## src/rtl/cache_mem_arbiter_pkg.sv

```systemverilog
// cache_mem_arbiter_pkg: shared LC-3b line/word types, arbiter state and requester enums.
package cache_mem_arbiter_pkg;
  typedef logic [15:0] lc3b_word;
  typedef logic [127:0] lc3b_cache_line;
  typedef enum logic [1:0] {IDLE, SERVE_I, SERVE_D, RELEASE} lc3b_arb_state;
  typedef enum logic {ARB_ICACHE, ARB_DCACHE} lc3b_arb_req;
  localparam lc3b_word LINE_ALIGN_MASK = 16'hfff0;
endpackage

```

## src/rtl/cache_mem_arbiter.sv

```systemverilog
// cache_mem_arbiter: round-robin sharing of one line memory port between I-cache and D-cache misses.
module cache_mem_arbiter
  import cache_mem_arbiter_pkg::*;
#(
  parameter int WAIT_W = 8,
  parameter int MAX_WAIT = 255
) (
  input  logic           clk,
  input  logic           rst_n,
  input  logic           i_read,
  input  lc3b_word       i_address,
  output lc3b_cache_line i_rdata,
  output logic           i_resp,
  input  logic           d_read,
  input  logic           d_write,
  input  lc3b_word       d_address,
  input  lc3b_cache_line d_wdata,
  output lc3b_cache_line d_rdata,
  output logic           d_resp,
  output logic           mem_read,
  output logic           mem_write,
  output lc3b_word       mem_address,
  output lc3b_cache_line mem_wdata,
  input  lc3b_cache_line mem_rdata,
  input  logic           mem_resp,
  output logic           busy,
  output logic           timeout_err
);
  lc3b_arb_state state, state_nxt;
  lc3b_arb_req last_grant;
  logic [WAIT_W-1:0] wait_cnt, wait_nxt;
  logic d_req, grant_d, grant_i, serving;
  assign d_req = d_read | d_write;
  // D wins unless I is also pending and D was served last
  assign grant_d = state == IDLE && d_req && (!i_read || last_grant == ARB_ICACHE);
  assign grant_i = state == IDLE && i_read && !grant_d;
  assign serving = state == SERVE_I || state == SERVE_D;
  assign i_resp = state == SERVE_I && mem_resp;
  assign d_resp = state == SERVE_D && mem_resp;
  assign busy = state != IDLE;
  assign i_rdata = mem_rdata;
  assign d_rdata = mem_rdata;
  assign wait_nxt = &wait_cnt ? wait_cnt : wait_cnt + 1'b1;
  always_comb begin
    state_nxt = state;
    case (state)
      IDLE:    state_nxt = grant_d ? SERVE_D : grant_i ? SERVE_I : IDLE;
      SERVE_I,
      SERVE_D: state_nxt = mem_resp ? RELEASE : state;
      RELEASE: state_nxt = IDLE;
      default: state_nxt = IDLE;
    endcase
  end
  always_ff @(posedge clk) begin
    if (!rst_n) begin
      state <= IDLE;
      last_grant <= ARB_ICACHE;
      mem_read <= 1'b0;
      mem_write <= 1'b0;
      mem_address <= '0;
      mem_wdata <= '0;
      wait_cnt <= '0;
      timeout_err <= 1'b0;
    end else begin
      state <= state_nxt;
      if (grant_d || grant_i) begin
        mem_address <= (grant_d ? d_address : i_address) & LINE_ALIGN_MASK;
        mem_wdata <= grant_d ? d_wdata : '0;
        mem_read <= grant_i || !d_write;
        mem_write <= grant_d && d_write;
        wait_cnt <= '0;
      end else if (serving && mem_resp) begin
        mem_read <= 1'b0;
        mem_write <= 1'b0;
        last_grant <= state == SERVE_D ? ARB_DCACHE : ARB_ICACHE;
      end else if (serving) begin
        wait_cnt <= wait_nxt;
        if (wait_nxt == WAIT_W'(MAX_WAIT)) timeout_err <= 1'b1;
      end
    end
  end
endmodule

```

## config.mk

```make
export PLATFORM = sky130hd
export DESIGN_NAME = cache_mem_arbiter
export DESIGN_NICKNAME = d
export VERILOG_FILES = /design/src/rtl/cache_mem_arbiter_pkg.sv /design/src/rtl/cache_mem_arbiter.sv
export SDC_FILE = /design/constraint.sdc
export NUM_CORES = 1
export LEC_CHECK = 0
export ABC_CLOCK_PERIOD_IN_PS = 1810
export BUFFER_PORTS_ARGS = -buffer_cell sky130_fd_sc_hd__buf_2
export CAP_MARGIN = 10
export CORE_AREA = 2 2 271 273
export DETAILED_ROUTE_END_ITERATION = 10
export DIE_AREA = 0 0 273 275
export REMOVE_ABC_BUFFERS = 1
export SLEW_MARGIN = 20
export SYNTH_ARGS = -nofsm -noshare
export SYNTH_HDL_FRONTEND = slang
export SYNTH_SLANG_ARGS = --single-unit
```

## constraint.sdc

```tcl
create_clock -name clk -period 1.81 [get_ports clk]
set_input_delay 0.181 -clock clk [delete_from_list [all_inputs] [get_ports clk]]
set_output_delay 0.181 -clock clk [all_outputs]
set_load 0.02 [all_outputs]
```

# Word-level counts from Yosys, hierarchy flattened
# Index checks and enable logic that the tools add are counted.
[classes] add_sub_neg=1 n_eq_ne=5 muxes=11 bitwise=5 reduce_logical=24
[op_table] op="two-way mux 128 bit" n=1
[op_table] op="two-way mux 16 bit" n=1
[op_table] op="adder 8 x 1 -> 8 bit (second input constant)" n=1
[op_table] op="== test 8 bit (second input constant)" n=1
[op_table] op="logical AND 1 bit" n=8
[op_table] op="two-way mux 8 bit" n=1
[op_table] op="AND reduction 8 bit" n=1
[op_table] op="one-hot mux 2 bit (3 select lines)" n=1
[op_table] op="two-way mux 1 bit" n=5
[op_table] op="== test 2 bit (second input constant)" n=2
[op_table] op="logical OR 1 bit" n=4
[op_table] op="two-way mux 2 bit" n=2
[op_table] op="inverter 1 bit" n=4
[op_table] op="AND reduction 2 bit" n=2
[op_table] op="AND reduction 4 bit" n=1
[op_table] op="nonzero test 2 bit" n=2
[op_table] op="OR reduction 2 bit" n=2
[op_table] op="zero test 1 bit" n=3
[op_table] op="== test 2 x 1 -> 1 bit (second input constant)" n=1
[op_table] op="zero test 2 bit" n=1
[op_table] op="!= test 2 bit (second input constant)" n=1
[op_table] op="bitwise OR 1 bit" n=1
[totals] ff_bits=154 inputBits=294 output_inout_bits=406 wordCells=54

# Longest topological paths before layout
[logic_depth] ltp_word=8 depth_mapped=8 depth_no_buf=6

# Worst setup path after synthesis
# OpenSTA, ideal clock, no wires.
[synth_path] path_type="reg2reg" startpoint="register state[0]" endpoint="register mem_wdata[55]" setup_time_ns=0.117 arrival_ns=1.501 required_time_ns=1.693 path_slack_ns=0.192 path_stages_with_launch=9 n_path_buf=2 period_less_slack_ns=1.618 path_cell_list="dfxtp_1 -> inv_1 -> ha_1 -> o21ai_1 -> nand2b_4 -> nor2_1 -> buf_2 -> buf_4 -> a22o_1"
[synth_via] elab_chain_cells=6 elab_cells_between_ends=8 cone_classes="mux (1); reduce/logical (7)"
[synth_lines] item="from (decl)" line_no="cache_mem_arbiter.sv:29" source="lc3b_arb_state state, state_nxt;"
[synth_lines] item="from (signal assigned)" line_no="cache_mem_arbiter.sv:65" source="state <= state_nxt;"
[synth_lines] item="zero test 2 bit (*)" line_no="cache_mem_arbiter.sv:35, cache_mem_arbiter.sv:36"
[synth_lines] item="logical AND 1 bit (2 in series)" line_no="cache_mem_arbiter.sv:35" source="assign grant_d = state == IDLE && d_req && (!i_read || last_grant == ARB_ICACHE);"
[synth_lines] item="zero test 1 bit" line_no="cache_mem_arbiter.sv:36" source="assign grant_i = state == IDLE && i_read && !grant_d;"
[synth_lines] item="logical AND 1 bit" line_no="cache_mem_arbiter.sv:36"
[synth_lines] item="logical OR 1 bit" line_no="cache_mem_arbiter.sv:66" source="if (grant_d || grant_i) begin"
[synth_lines] item="to (signal assigned)" line_no="cache_mem_arbiter.sv:68" source="mem_wdata <= grant_d ? d_wdata : '0;"
[synth_lines] item="to (decl)" line_no="cache_mem_arbiter.sv:23" source="output lc3b_cache_line mem_wdata,"
# Mark *: on every way between the ends. The rest lies on a longest branch, timed or not.
# A chain may end at the register's enable or synchronous reset.

# Final worst setup path
[layout_path] startpoint="register state[0]" endpoint="output d_resp"
[layout_via] elab_chain_cells=2
[layout_lines] item="== test 2 bit" line_no="cache_mem_arbiter.sv:39" source="assign d_resp = state == SERVE_D && mem_resp;"
[layout_lines] item="logical AND 1 bit" line_no="cache_mem_arbiter.sv:39"
[layout_lines] item="to (decl)" line_no="cache_mem_arbiter.sv:19" source="output logic d_resp,"
# Every way passes these cells.

==> results.ini <==
[status]
status = finished clean

[power]
pwr-share-clk_pct = 27.0
swShare_pct = 42.35
internal_power_w = 0.008255
powerDensity_nw_per_um2 = 1400
leakage_nw = 4.430
p_sw_w = 0.006064
ir_worst_vdd_mv = 0.5949
pwr-share-seq_pct = 32.9
comb_power_share_pct = 40.1

[timing]
setup_viol = 0
hold_violations = 0
fmaxAchievable_mhz = 578.5
post-route-min-period_ns = 1.729
hold_ws_ns = 0.03098
finalMaxSlewViolations = 0
min_period_over_period_pct = 95.51
rsz0062_at_grt = false
skew_ns = 0.02251

[drt]
vias_per_cell = 3.577
wl_met3_mm = 21.63
wl_per_cell_um = 43.60
drt_iter0_drc = 586
top_layer = met5
wl_met1_mm = 22.12
wl_met2_mm = 35.10
first_pass_iters = 5
wirelength_mm = 82.92
vias = 6804
drt.antenna.violating_nets = 0
drc = 0

[cts]
cts_tree = yes
cts_buffer_depth = 2
cts-root-buf = clkbuf_16
clk_pin_slew_worst_paths_ns = 0.07
cts.sinks = 154
cts_buffers = 17
clkLatencyLatePin_ns = 0.50
h-tree-depth = 4

[worst_setup_path]
worst_setup_path_end_kind = primary output
reg2reg_to = mem_wdata[3]
rrSetupSlack_ns = 0.09
worst_setup_path_start_kind = flop
r2r-start = state[1]
cp.required_ns = 1.63
path_buf_inv = 3
slowest_delay_ns = 0.33
worstSetupPathType = flop to primary output
cp_top_family = buffers and inverters
rr_worst_depth = 8
critPathMaxFanout = 3
crit_chain = inv_1, buf_4, ha_1, and2_1, buf_2
cp.arrival_ns = 1.55
slowest_stage = dfxtp_2

[grt]
antenna_found_initial = 12
grt_max_degree = 63
grt.total_usage_pct = 21.18
grt_pass1_wl_mm = 95.23
grt_pass1_vias = 6025
grt.overflow.total = 0

[yosys]
ys_async_sr_fraction_pct = 0
avgSynthCellArea_sq_um = 10.08
synth_adder_area_share_pct = 0.8664
ys_warn_count = 0
synth-compound-area-share_pct = 19.30
ys_ff_latch = 154
synth_edf_count = 0
synth_top_family_by_area = buffers and inverters
synthSimpleGateAreaFrac_pct = 5.389
synth_cell_types = 46
synthFlopType = dfxtp_1
synthesis.area_sq_um = 7221
synth_cells = 716
muxShareOfSynthArea_pct = 0.4159
synth_xor_area_share_pct = 0.2426
seq_area_frac_synth_pct = 42.70

[finish]
final_common_cell = buf_2
final_cell_mix = 303 x buf_2, 154 x dlygate4sd3_1, 152 x dfxtp_1
finalNonFillerCells = 1902
syn_to_final_growth_pct = 41.60
drive_above_1_share_pct = 39.61
nNetsFinal = 1220
final_area_sq_um = 10220

[floorplan]
coreArea_sq_um = 72340
pin_count = 700
fp.dieW_um = 273
die_area_sq_um = 75080
fp.dieH_um = 275
initial_core_util_pct = 9.982
rows = 99

[placement]
post_dp_cell_area_sq_um = 7944
dp_hpwl_mm = 70.45
place_congestion = 0.9537
placedCellCount = 1701
port_buffers = 303

[flow_run]
cap_violations = 0

[min_path]
hold_start = i_read
holdPathEnd = state[0]
whs_path_depth = 3
hold_class = input pin to flop

==> state kept, by name (all words and copies together) (netlist names) <==
name,flops
last_grant,1
mem_address,12
mem_read,1
mem_wdata,128
mem_write,1
state,2
timeout_err,1
wait_cnt,8
==> stage by stage <==
stage / power (W) / setup slack, ns / setup TNS, ns / util [%]
6_report: 0.01432 / 0.08131 / 0 / 14.13
5_1_grt: 0.01505 / 0.002624 / 0 / 14.11
4_1_cts: 0.01434 / 0.01242 / 0 / 13.98
3_5_place_dp: 0.01000 / 0.006885 / 0 / 10.98
3_3_place_gp: 0.01000 / 0.04685 / 0 / 10.98
2_1_floorplan: 0.007289 / -3.679 / -472.07 / -
==> how the worst max path moves through the flow <==
stage                     startpoint  depth (start not counted)             end  slack (ns)
after floorplan             state[0]                          6    mem_wdata[0]       -3.68
final                       state[0]                          5          d_resp        0.08
after global routing        state[0]                          5          d_resp       0.003
after CTS                   state[0]                          5          d_resp        0.01
after global placement      state[1]                          7  mem_wdata[123]        0.05
after detailed placement    state[1]                          7    mem_wdata[7]       0.007
==> cells in the mapped netlist (2+ instances only) <==
| cell type | number | area share [%] |
|---|---|---|
| buf_4 | 263 | 27 |
| dfxtp_1 | 154 | 43 |
| a22o_1 | 128 | 16 |
| nand2_1 | 34 | 1.8 |
| nor2_1 | 21 | 1.1 |
| buf_2 | 19 | 1.3 |
| a311oi_1 | 12 | 1.5 |
| buf_6 | 12 | 1.9 |
| nand3_1 | 8 | 0.55 |
| a21oi_1 | 6 | 0.42 |
| ha_1 | 5 | 0.87 |
| inv_1 | 4 | 0.21 |
| nand4_1 | 4 | 0.35 |
| o21ai_0 | 4 | 0.28 |
| mux2i_1 | 3 | 0.42 |
| a31oi_1 | 2 | 0.17 |
| and2_1 | 2 | 0.17 |
| buf_1 | 2 | 0.10 |
| clkbuf_2 | 2 | 0.14 |
| nor3_1 | 2 | 0.14 |
| nor3b_1 | 2 | 0.21 |
| o211ai_1 | 2 | 0.21 |
| xor2_1 | 2 | 0.24 |
==> repair_timing <==
action / in CTS / in global routing
gates cloned: 0 / 2
hold buffers: 154 / 0
setup endpoints to repair: 1 / 92
pin swaps: 1 / 1
buffers inserted: 2 / 2
gates resized for setup: 0 / 8
endpoints found under the hold margin: 143 / 0
==> cells by family after synthesis <==
group	Yosys count
buffers and inverters	303
AO/OA/AOI/OAI	165
AND/OR/NAND/NOR	83
flip-flops	154
other	1
multiplexers	3
XOR/XNOR	2
adder cells (fa/ha/maj)	5
==> power groups by stage <==
| stage | Sequential (W) | Clock (W) | Combinational [W] |
|---|---|---|---|
| 5_1_grt | 0.00480 | 0.00414 | 0.00611 |
| 2_1_floorplan | 0.00566 | 0 | 0.00163 |
| 3_5_place_dp | 0.00474 | 0 | 0.00526 |
| 4_1_cts | 0.00469 | 0.00404 | 0.00561 |
| 3_3_place_gp | 0.00474 | 0 | 0.00526 |
| 6_report | 0.00471 | 0.00387 | 0.00574 |
==> area by class of cell <==
class,instances,area [sq um]
fillers,8182,62110
repair buffers,481,3367
flip-flops and latches,154,3085
multi-input cells,262,1928
well taps,959,1200
clock buffers,17,425.4
clock inverters,15,177.7
diodes,9,22.52
inverters,5,18.77
==> tightest hold or removal path, cell delays in order <==
cell      delay (ns)
buf_2           0.14
nand4_1         0.09
a221oi_2        0.06
==> per-layer routing <==
metal,vias to the layer above,GRT usage [%]
met5,-,14.47
met4,30,7.276
met3,115,26.43
met2,964,31.21
met1,3028,15.75
li1,2667,-
Note: power is estimated with default switching activity, not from simulation.
